`src/rtl/ram4002_slave.sv`:
```
// ===========================================================================
// Module  : ram4002_slave
// Brief   : 4002-style RAM chip bus slave; it decodes SRC and E-page I/O
//           instructions and holds 80 nibbles of storage plus an output port.
// Rev     : 1.0  initial release
// ===========================================================================
`default_nettype none

module ram4002_slave #(
    parameter logic [1:0] Chip_id = 2'd0
) (
    input  logic       clk,
    input  logic       rst,
    input  logic       sync,
    input  logic       cm_ram,
    input  logic [3:0] data_in,
    output logic [3:0] data_out,
    output logic       data_oe,
    output logic [3:0] port_out
);

    typedef enum logic [2:0] {
        PH_A1 = 3'd0,
        PH_A2 = 3'd1,
        PH_A3 = 3'd2,
        PH_M1 = 3'd3,
        PH_M2 = 3'd4,
        PH_X1 = 3'd5,
        PH_X2 = 3'd6,
        PH_X3 = 3'd7
    } phase_t;

    localparam logic [3:0] c_opr_io = 4'b1110;
    localparam logic [3:0] c_wrm    = 4'b0000;
    localparam logic [3:0] c_wmp    = 4'b0001;
    localparam logic [3:0] c_sbm    = 4'b1000;
    localparam logic [3:0] c_rdm    = 4'b1001;
    localparam logic [3:0] c_adm    = 4'b1011;

    phase_t     r_phase;
    logic       r_aligned;
    logic       r_selected;
    logic       r_src_pending;
    logic       r_io_pending;
    logic [1:0] r_reg_idx;
    logic [3:0] r_char_idx;
    logic [3:0] r_opr;
    logic [3:0] r_opa;

    // Storage is deliberately left without reset.
    logic [3:0] r_main   [0:63];
    logic [3:0] r_status [0:15];

    logic       w_early_sync;
    logic       w_act;
    logic       w_is_wrm;
    logic       w_is_wmp;
    logic       w_is_wrn;
    logic       w_is_rdm;
    logic       w_is_rdn;
    logic       w_exec_x2;
    logic       w_drive_x1;
    logic [5:0] w_main_addr;
    logic [3:0] w_stat_addr;
    logic [3:0] w_rd_data;

    // A sync outside X3 aborts whatever the current instruction was doing.
    assign w_early_sync = sync && (r_phase != PH_X3);
    assign w_act        = r_aligned && !w_early_sync;

    assign w_is_wrm = (r_opa == c_wrm);
    assign w_is_wmp = (r_opa == c_wmp);
    assign w_is_wrn = (r_opa[3:2] == 2'b01);
    assign w_is_rdm = (r_opa == c_sbm) || (r_opa == c_rdm) || (r_opa == c_adm);
    assign w_is_rdn = (r_opa[3:2] == 2'b11);

    assign w_main_addr = {r_reg_idx, r_char_idx};
    assign w_stat_addr = {r_reg_idx, r_opa[1:0]};
    assign w_rd_data   = w_is_rdn ? r_status[w_stat_addr] : r_main[w_main_addr];

    assign w_exec_x2  = w_act && r_io_pending && (r_phase == PH_X2);
    assign w_drive_x1 = w_act && r_io_pending && (r_phase == PH_X1) && (w_is_rdm || w_is_rdn);

    always_ff @(posedge clk or posedge rst) begin
        if (rst) begin
            r_phase       <= PH_X3;
            r_aligned     <= 1'b0;
            r_selected    <= 1'b0;
            r_src_pending <= 1'b0;
            r_io_pending  <= 1'b0;
            r_reg_idx     <= 2'd0;
            r_char_idx    <= 4'd0;
            r_opr         <= 4'd0;
            r_opa         <= 4'd0;
            data_out      <= 4'h0;
            data_oe       <= 1'b0;
            port_out      <= 4'h0;
        end else begin
            if (sync) begin
                r_phase   <= PH_A1;
                r_aligned <= 1'b1;
            end else if (r_phase != PH_X3) begin
                r_phase <= phase_t'(r_phase + 3'd1);
            end

            // Read data is launched on the X1->X2 edge so it is on the bus for X2 only.
            data_oe  <= w_drive_x1;
            data_out <= w_drive_x1 ? w_rd_data : 4'h0;

            if (w_exec_x2 && w_is_wmp) begin
                port_out <= data_in;
            end

            if (w_early_sync) begin
                r_src_pending <= 1'b0;
                r_io_pending  <= 1'b0;
            end else if (r_aligned) begin
                case (r_phase)
                    PH_M1: begin
                        r_opr <= data_in;
                    end
                    PH_M2: begin
                        if (cm_ram && (r_opr == c_opr_io) && r_selected) begin
                            r_opa        <= data_in;
                            r_io_pending <= 1'b1;
                        end else begin
                            r_io_pending <= 1'b0;
                        end
                    end
                    PH_X2: begin
                        if (cm_ram) begin
                            r_reg_idx     <= data_in[1:0];
                            r_selected    <= (data_in[3:2] == Chip_id);
                            r_src_pending <= 1'b1;
                        end else begin
                            r_src_pending <= 1'b0;
                        end
                    end
                    PH_X3: begin
                        if (r_src_pending && r_selected) begin
                            r_char_idx <= data_in;
                        end
                        r_src_pending <= 1'b0;
                        r_io_pending  <= 1'b0;
                    end
                    default: begin
                    end
                endcase
            end
        end
    end

    always_ff @(posedge clk) begin
        if (w_exec_x2 && !rst) begin
            if (w_is_wrm) begin
                r_main[w_main_addr] <= data_in;
            end
            if (w_is_wrn) begin
                r_status[w_stat_addr] <= data_in;
            end
        end
    end

endmodule

`default_nettype wire

```
`config.mk`:
```
export PLATFORM = sky130hd
export DESIGN_NAME = ram4002_slave
export DESIGN_NICKNAME = d
export VERILOG_FILES = /design/src/rtl/ram4002_slave.sv
export SDC_FILE = /design/constraint.sdc
export NUM_CORES = 1
export LEC_CHECK = 0
export BUFFER_PORTS_ARGS = -buffer_cell sky130_fd_sc_hd__buf_4
export CAP_MARGIN = 20
export CORE_ASPECT_RATIO = 1.2
export CORE_UTILIZATION = 63
export CTS_CLUSTER_DIAMETER = 60
export CTS_CLUSTER_SIZE = 30
export DETAILED_ROUTE_END_ITERATION = 16
export PLACE_DENSITY = 0.8
export SYNTH_ARGS = -nofsm -noshare
export SYNTH_HDL_FRONTEND = slang
export SYNTH_SLANG_ARGS = --single-unit
export TNS_END_PERCENT = 10
```
`constraint.sdc`:
```
create_clock -name clk -period 2.96 [get_ports clk]
set_input_delay 0.148 -clock clk [delete_from_list [all_inputs] [get_ports clk]]
set_output_delay 0.148 -clock clk [all_outputs]
set_load 0.02 [all_outputs]
```
==> impl_metrics.ini, run 1 <==
[global_route]
grt_pass1_vias = 7353
grt_max_degree = 86
grt_usage = 0.255
antenna_found_initial = 0
grt_overflow = 0
grt_pass1_wl_um = 43300

[routing]
drc = 0
drtAntennaViolNets = 0
vias = 7224
top_layer_used = met4
wl_met3_um = 2220
wl_met1_um = 10800
wl_um = 28600
dr.pass1.iters = 7
via_per_inst = 6.60
routedWlPerCell_um = 26.2
wl_met2_um = 14300
dr.first_iter.drc_count = 799

[synthesis]
async_reset_ff_frac = 0.0857
synth_edf_count = 320
syn_nets = 802
synth_flop_cell = edfxtp_1
ys.warnings.count = 0
ys_seq_area_frac = 0.731
synth_cell_types = 52
postSynthCellCount = 788
avgSynthCellArea_sq_um = 18.0
syn_area_sq_um = 14200
synth_seq_cells = 350

[cells_and_area]
syn_to_final_growth_pct = 8.72
post-route-util = 0.705
layout_commonest_cell = edfxtp_1
stdcell_area_sq_um = 15400
layout.nets = 823
drive_above_1_share = 0.245
final_cell_mix = edfxtp_1 (320), nor2_1 (65), mux4_2 (54)
final_cell_count_no_fill = 1095
diodes = 0

[clock_tree]
h-tree-depth = 1
insertion_delay_ns = 0.52
clockBufferDepth = 3
cts-buffers-inserted = 18
path_clk_slew_ns = 0.10
cts_tree = yes
clock_sinks = 350
root_buffer = clkbuf_16

[worst_setup_path]
crit_slowest_cell = dfstp_2
crit_type = reg -> reg
cp.arrival_ns = 3.09
path_max_fanout = 8
critPathRequiredTime_ns = 3.16
worst_setup_path_start_kind = register
cp_slowest_stage_delay_ns = 0.57
end_kind = register
crit_family = simple AND/OR/NAND/NOR gates
crit_top_cell = ha_1
crit_chain = ha_1 > ha_1 > nand2b_1 > nand4b_1 > nor4_4 > nand2_2 > nor2_1
critPathBufInv = 0

[pwr]
ir_drop_v = 0.000743
p_leak_nw = 5.04
p_per_area_nw_per_um2 = 576

[placement]
gp_congestion = 0.873
placed_cells = 1059
pre_cts_slack_ns = -0.197
placed_area_sq_um = 14600
place_hpwl_um = 18100
port-buffer-count = 16

[floorplan]
fp.dieArea_sq_um = 23100
die_y_um = 166
ios = 17
rows = 59
die_w_um = 139
initial_core_util = 0.649
core_sq_um = 21900

[run]
drv_cap = 0

[timing]
drv_slew = 0
setup_slack_ns = 0.0615
worst_pin_slew_ns = 0.950
period_share = 0.979
max_freq_mhz = 345
maxSlewHeadroom = 0.366
tns_ns = 0
period_needed_ns = 2.90
timing_hold_violations_final = 0
rsz0062_at_grt = yes
finalSetupViolCount = 0
clock_skew_ns = 0.0189

[hold_path]
hp-class = in -> async

[run_status]
status = finished, final reports clean
==> power breakdown <==
group	total (W)	internal [W]	leakage, nW	switching [W]
combinational	0.000449	0.000178	1.47	0.000271
sequential	0.00548	0.00542	3.26	0.0000551
clock	0.00294	0.00135	0.309	0.00159
total	0.00887	0.00695	5.04	0.00192
==> final timing paths <==
kind                            start              to  slack (ns)  cells past startpoint
setup reg to reg           r_phase[0]   r_main[21][1]        0.06                      7
setup / recovery           r_phase[0]   r_main[21][1]        0.06                      7
min in group clk           data_in[1]  r_status[5][1]        0.29                      1
max in group asynchronous         rst      r_phase[0]        2.04                      4
hold / removal                    rst   r_char_idx[1]        0.22                      3
hold reg to reg              r_opr[3]        r_opr[3]        0.52                      1
==> stage by stage <==
step                      hold WS (ns)  power (W)
final                            0.218    0.00887
after global routing             0.254    0.00909
after CTS                        0.203    0.00889
after detailed placement         0.195    0.00603
after global placement           0.187    0.00602
after floorplan                  0.181    0.00585
==> flip-flops by register name, summed over array words and instances (netlist names) <==
signal         count
data_oe            1
r_status          64
r_src_pending      1
r_aligned          1
r_opa              4
r_selected         1
r_io_pending       1
port_out           4
data_out           4
r_reg_idx          2
r_char_idx         4
r_phase            3
r_opr              4
r_main           256
==> area by class of cell <==
cell class	count	area (sq um)
Sequential cell	350	10400
Fill cell	1326	6440
Multi-Input combinational cell	384	3650
Clock buffer	21	483
Timing Repair Buffer	45	383
Tap cell	274	343
Clock inverter	11	146
Inverter	10	37.5
==> worst register-to-register path: cells and delay by family, from the launching register on <==
family                   cells  cell delay (ns)
adder cells (fa/ha/maj)      2             0.34
flip-flops                   1             0.57
AND/OR/NAND/NOR              5             1.67
==> kinds of logic (layout without fill, tap and decap cells) <==
| logic type | Yosys count | in the layout | share of synthesized area |
|---|---|---|---|
| AOI/OAI and AO/OA | 57 | 57 | 0.0270 |
| and+or+nand+nor | 184 | 184 | 0.0613 |
| buffers and inverters | 54 | 87 | 0.0199 |
| DFF | 350 | 350 | 0.731 |
| adders and majority gates | 6 | 6 | 0.00530 |
| xor gates and xnor gates | 1 | 1 | 0.000618 |
| muxes | 136 | 136 | 0.155 |
==> per-layer routing <==
layer | vias up | GRT usage
met5 | - | 0
met4 | 0 | 0.108
met3 | 79 | 0.0300
met2 | 372 | 0.430
met1 | 3637 | 0.342
li1 | 3136 | -
==> repair_timing <==
action	in CTS	in global routing
endpoints found under the hold margin	15	0
resized for setup	4	37
setup endpoints to repair	192	264
buffers inserted	0	1
gates cloned	0	0
pin swaps	0	3
hold buffers	3	0
==> synth_stat cells (all sizes together) (7+ instances only) <==
cell / number / area, sq um
nor2: 95 / 357
nand2: 27 / 101
mux2: 22 / 248
buf: 28 / 185
mux2i: 52 / 521
nand2b: 7 / 43.8
o21ai: 10 / 50.0
inv: 9 / 33.8
clkbuf: 16 / 60.1
dfrtp: 27 / 676
a21oi: 10 / 50.1
nand3: 10 / 50.1
nor3: 8 / 40.0
edfxtp: 320 / 9610
mux4: 62 / 1430
No activity file was read; power rests on OpenSTA's default activity.
==> inputs of run 2 (changes only) <==
--- a/config.mk
+++ b/config.mk
@@ -5,7 +5,7 @@
 export SDC_FILE = /design/constraint.sdc
 export NUM_CORES = 1
 export LEC_CHECK = 0
-export BUFFER_PORTS_ARGS = -buffer_cell sky130_fd_sc_hd__buf_4
+export BUFFER_PORTS_ARGS = -buffer_cell sky130_fd_sc_hd__clkbuf_2
 export CAP_MARGIN = 20
 export CORE_ASPECT_RATIO = 1.2
 export CORE_UTILIZATION = 63
==> run 2 against run 1 <==
Combinational power is 6.9% higher. Worst hold slack worse by 0.031 ns. First-iteration DRC count is 18% lower. Register-to-register slack hardly changed. Sequential share of layout area is 0.48 points lower. Count of clock-buffer cells in the layout is 2 lower. Via count is 1.9% higher. Design area is 0.72% higher. Critical path type unchanged. Critical endpoint is now r_main[6][0]. Largest cell class unchanged.
==> impl_metrics.ini, run 2 (same netlist as run 1, synthesis figures left out) <==
[run_status]
status = finished, final reports clean

[routing]
via_per_inst = 6.69
vias = 7364
routedWlPerCell_um = 27.2
dr.first_iter.drc_count = 658
drtAntennaViolNets = 0
wl_um = 30000
dr.pass1.iters = 7
drc = 0

[clock_tree]
root_buffer = clkbuf_16
clockBufferDepth = 3
h-tree-depth = 1
insertion_delay_ns = 0.53
clock_sinks = 350
path_clk_slew_ns = 0.10
cts-buffers-inserted = 19
cts_setup_buffers = 0
cts_tree = yes

[cells_and_area]
reg_top3 = r_main (256), r_status (64)
largest_register_ff_count = 256
diodes = 0
seq_area_sq_um = 10400
final_cell_mix = edfxtp_1 (320), mux4_2 (54), nor2_1 (52), mux2i_1 (52), nor2_2 (36)
multi_input_area_sq_um = 3710
layout.nets = 829
largest_register = r_main
nFillCells = 1268
drive_above_1_share = 0.268
syn_to_final_growth_pct = 9.50
layout_commonest_cell = edfxtp_1

[worst_setup_path]
cp_num_cells = 7
ff2ff_setup_slack_ns = 0.06
crit_slowest_cell = dfstp_2
reg2reg_from = r_phase[0]
critPathRequiredTime_ns = 3.14
cp_slowest_stage_delay_ns = 0.58
crit_chain = ha_1 > ha_1 > nand2b_1 > nand4b_1 > nor4_4 > nand2_2 > nor2_1
cp.arrival_ns = 3.09
critPathBufInv = 0
reg2reg_depth = 7
end_kind = register
crit_type = reg -> reg
cp-endpoint = r_main[6][0]
worst_setup_path_start_kind = register
crit_family = simple AND/OR/NAND/NOR gates
cp-startpoint = r_phase[0]
reg2reg_to = r_main[6][0]
crit_top_cell = ha_1
path_max_fanout = 8

[pwr]
p_switching_w = 0.00200
ir_drop_v = 0.000679
pwr-share-seq = 0.615
comb_power_share = 0.054
power.internal_w = 0.00689
p_per_area_nw_per_um2 = 573
pwr-share-clk = 0.330
p_leak_nw = 5.06
switching_share = 0.225

[timing]
maxSlewHeadroom = 0.377
period_needed_ns = 2.90
timing_hold_violations_final = 0
setup_slack_ns = 0.0587
max_freq_mhz = 345
period_share = 0.980
drv_slew = 0
worst_pin_slew_ns = 0.935
rsz0062_at_grt = yes
hold-worst-slack_ns = 0.187
clock_skew_ns = 0.0339
finalSetupViolCount = 0

[floorplan]
initial_core_util = 0.649
rows = 59
fp.dieArea_sq_um = 23100
core_sq_um = 21900
ios = 17
die_w_um = 139
die_y_um = 166

[global_route]
grt_pass1_wl_um = 45700
grt_max_degree = 55
grt_overflow = 0
antenna_found_initial = 0
grtUsageMet1 = 0.340
gr-usage-met3 = 0.0441
globalRouteMet2Util = 0.470
busiest_layer = met2
grt_pass1_vias = 7710
grt_usage = 0.269

[placement]
pre_cts_slack_ns = -0.0464
place_hpwl_um = 19500
gp_congestion = 0.885
port-buffer-count = 16

[hold_path]
hp-class = in -> reg

[run]
drv_cap = 0
## run 2: changes by cell type in the layout (fill, tap and decap cells not counted), moves of 3 or more
cell	previous run	this run
buf_4	39	25
buf_12	3	6
clkinv_4	1	6
nor2_4	0	7
nor2_2	30	36
clkbuf_2	0	16
nor2_1	65	52
## run 2: final cells by class
type                    count  share of cell area
well taps                 274              0.0221
multi-input cells         384               0.239
inverters                  10             0.00242
clock buffers              19              0.0306
clock inverters            14              0.0110
repair buffers             50              0.0269
flip-flops and latches    350               0.668
## run 2: power groups by stage
stage          clock network (W)  logic, W  registers (W)
4_1_cts                  0.00296  0.000465        0.00547
3_3_place_gp                   0  0.000443        0.00558
5_1_grt                  0.00313  0.000513        0.00548
2_1_floorplan                  0  0.000297        0.00555
6_report                 0.00294  0.000480        0.00547
3_5_place_dp                   0  0.000460        0.00558
## run 2: timing repair
item	4_1_cts	5_1_grt
hold buffers	3	0
pin swaps	0	2
setup endpoints to repair	100	248
hold endpoints to repair	12	0
gates resized for setup	1	59
## run 2: stage by stage
step	power (W)	area (sq um)	utilization	std cells	TNS, ns
after floorplan	0.00585	14200	-	788	0
after global placement	0.00602	14600	0.670	1064	0
after detailed placement	0.00604	14600	0.670	1064	-1.69
after CTS	0.00890	15300	0.702	1100	-2.79
after global routing	0.00912	15500	0.710	1101	-3.09
final	0.00889	15500	0.710	1101	0
## run 2: how the worst min path moves through the flow
stage	start	end	slack [ns]	cells after the start
2_1_floorplan	sync	r_phase[0]	0.18	1
3_3_place_gp	rst	data_oe	0.16	2
3_5_place_dp	rst	data_oe	0.18	2
4_1_cts	rst	data_out[1]	0.17	3
5_1_grt	data_in[2]	r_status[15][2]	0.19	1
6_report	data_in[2]	r_status[4][2]	0.19	1
## run 2: layer usage
metal  part of all wire  wire (um)  vias to the layer above
met3              0.073       2190                       69
met2               0.53      15900                      389
li1                   -          -                     3171
met4              0.032        964                        0
met5                  0          0                        -
met1               0.37      11000                     3735
## run 2: worst reg2reg max path, delay by kind of cell, from the launching register on
family / cells / cell delay (ns)
simple gates: 5 / 1.60
flops: 1 / 0.58
fa+ha+maj: 2 / 0.36
==> inputs of run 3 (changes only) <==
--- a/config.mk
+++ b/config.mk
@@ -13,7 +13,8 @@
 export CTS_CLUSTER_SIZE = 30
 export DETAILED_ROUTE_END_ITERATION = 16
 export PLACE_DENSITY = 0.8
+export SETUP_SLACK_MARGIN = 0.5
 export SYNTH_ARGS = -nofsm -noshare
 export SYNTH_HDL_FRONTEND = slang
 export SYNTH_SLANG_ARGS = --single-unit
-export TNS_END_PERCENT = 10
+export TNS_END_PERCENT = 50
==> run 3 against run 2 <==
First-iteration DRC count is 16% higher. Count of clock-buffer cells in the layout is 3 higher. Sequential power hardly changed. Via count is 3.3% higher.
==> impl_metrics.ini, run 3 (same netlist as run 1, synthesis figures left out) <==
[run_status]
status = finished, final reports clean

[pwr]
ir_drop_v = 0.000550
pwr-share-seq = 0.598
switching_share = 0.222
p_leak_nw = 5.28
comb_power_share = 0.058
p_total_w = 0.00917
p_per_area_nw_per_um2 = 563
pwr-share-clk = 0.344
power.internal_w = 0.00713
p_switching_w = 0.00204

[routing]
drc = 0
drtAntennaViolNets = 0
dr.first_iter.drc_count = 761
wl_um = 31200
dr.pass1.iters = 7
routedWlPerCell_um = 27.5
via_per_inst = 6.71
vias = 7606

[floorplan]
fp.dieArea_sq_um = 23100
initial_core_util = 0.649
rows = 59
die_y_um = 166
ios = 17
die_w_um = 139
core_sq_um = 21900

[timing]
timing_hold_violations_final = 0
period_share = 0.845
clock_skew_ns = 0.0211
drv_slew = 0
rsz0062_at_grt = yes
period_needed_ns = 2.50
setup_slack_ns = 0.458
max_freq_mhz = 400
hold-worst-slack_ns = 0.114
maxSlewHeadroom = 0.332
worst_pin_slew_ns = 1.00
finalSetupViolCount = 0

[clock_tree]
root_buffer = clkbuf_16
h-tree-depth = 1
clock_sinks = 350
clockBufferDepth = 3
path_clk_slew_ns = 0.10
insertion_delay_ns = 0.53
cts-buffers-inserted = 20
cts_tree = yes

[global_route]
grt_overflow = 0
grt_usage = 0.277
grt_max_degree = 53
grt_pass1_wl_um = 47200
grt_pass1_vias = 7798
antenna_found_initial = 0

[placement]
gp_congestion = 0.908
pre_cts_slack_ns = -0.125
port-buffer-count = 16
place_hpwl_um = 19400
placed_area_sq_um = 14700

[cells_and_area]
drive_above_1_share = 0.350
stdcell_area_sq_um = 16300
post-route-util = 0.745
final_cell_mix = edfxtp_1 (320), mux4_2 (54), buf_4 (52)
layout.nets = 860
largest_register_ff_count = 256
layout_commonest_cell = edfxtp_1
reg_top3 = r_main (256), r_status (64)
diodes = 0
largest_register = r_main
syn_to_final_growth_pct = 14.7

[worst_setup_path]
critPathRequiredTime_ns = 3.37
cp-startpoint = r_char_idx[1]
path_max_fanout = 13
cp.arrival_ns = 2.91
end_kind = register
crit_type = reg -> reg
worst_setup_path_start_kind = register
reg2reg_from = r_char_idx[1]

[run]
drv_cap = 0

[hold_path]
hp-class = in -> reg
hold_start = data_in[2]
## run 3: cell count changes in the layout (fill, tap and decap cells not counted), sizes merged
| cell | before | now |
|---|---|---|
| buf | 31 | 61 |
| clkbuf | 35 | 38 |
| clkinv | 11 | 9 |
| bufinv | 0 | 1 |
| clkinvlp | 0 | 1 |
## run 3: repair_timing
action | in CTS | in global routing
buffers inserted | 4 | 25
hold endpoints to repair | 16 | 0
pin swaps | 4 | 8
setup endpoints to repair | 323 | 324
resized for setup | 117 | 50
hold buffers | 3 | 0
## run 3: final cells by class
class / count / area (sq um)
tap: 274 / 343
sequential: 350 / 10400
clock inverter: 14 / 175
fill: 1191 / 5580
timing repair buffer: 80 / 637
inverter: 10 / 41.3
multi-input combinational: 384 / 4160
clock buffer: 22 / 539
## run 3: worst paths after layout
path | to | slack [ns] | cells past startpoint
worst min-delay path | r_selected | 0.11 | 2
max in group asynchronous | r_phase[2] | 1.99 | 4
worst max register to register | data_out[3] | 0.46 | 7
min in group asynchronous | r_char_idx[1] | 0.24 | 3
worst min register to register | port_out[2] | 0.51 | 1
worst max-delay path | data_out[3] | 0.46 | 7
## run 3: critical path, stage by stage (launching register included)
cell and delay [ns]:
dfrtp_4 0.57, buf_4 0.19, buf_4 0.19, mux4_2 0.51
a22oi_1 0.22, o211ai_1 0.21, nor4_1 0.35, a31oi_1 0.14
## run 3: routing by layer
layer,up-vias,global-route usage,part of all wire
met3,74,0.0386,0.077
li1,3226,-,-
met5,-,0,0
met4,0,0.115,0.041
met1,3911,0.366,0.37
met2,395,0.469,0.51
## run 3: power by group through the flow
stage / Clock (W) / Combinational (W) / Sequential [W]
after floorplan: 0 / 0.000297 / 0.00555
after global placement: 0 / 0.000441 / 0.00558
after detailed placement: 0 / 0.000451 / 0.00559
after CTS: 0.00318 / 0.000485 / 0.00548
after global routing: 0.00336 / 0.000564 / 0.00548
final: 0.00316 / 0.000532 / 0.00548
## run 3: per-stage QoR
stage | instances | TNS, ns
detailed placement | 1066 | -9.49
floorplan | 788 | 0
global placement | 1066 | 0
finish | 1134 | 0
global route | 1134 | 0
CTS | 1109 | 0
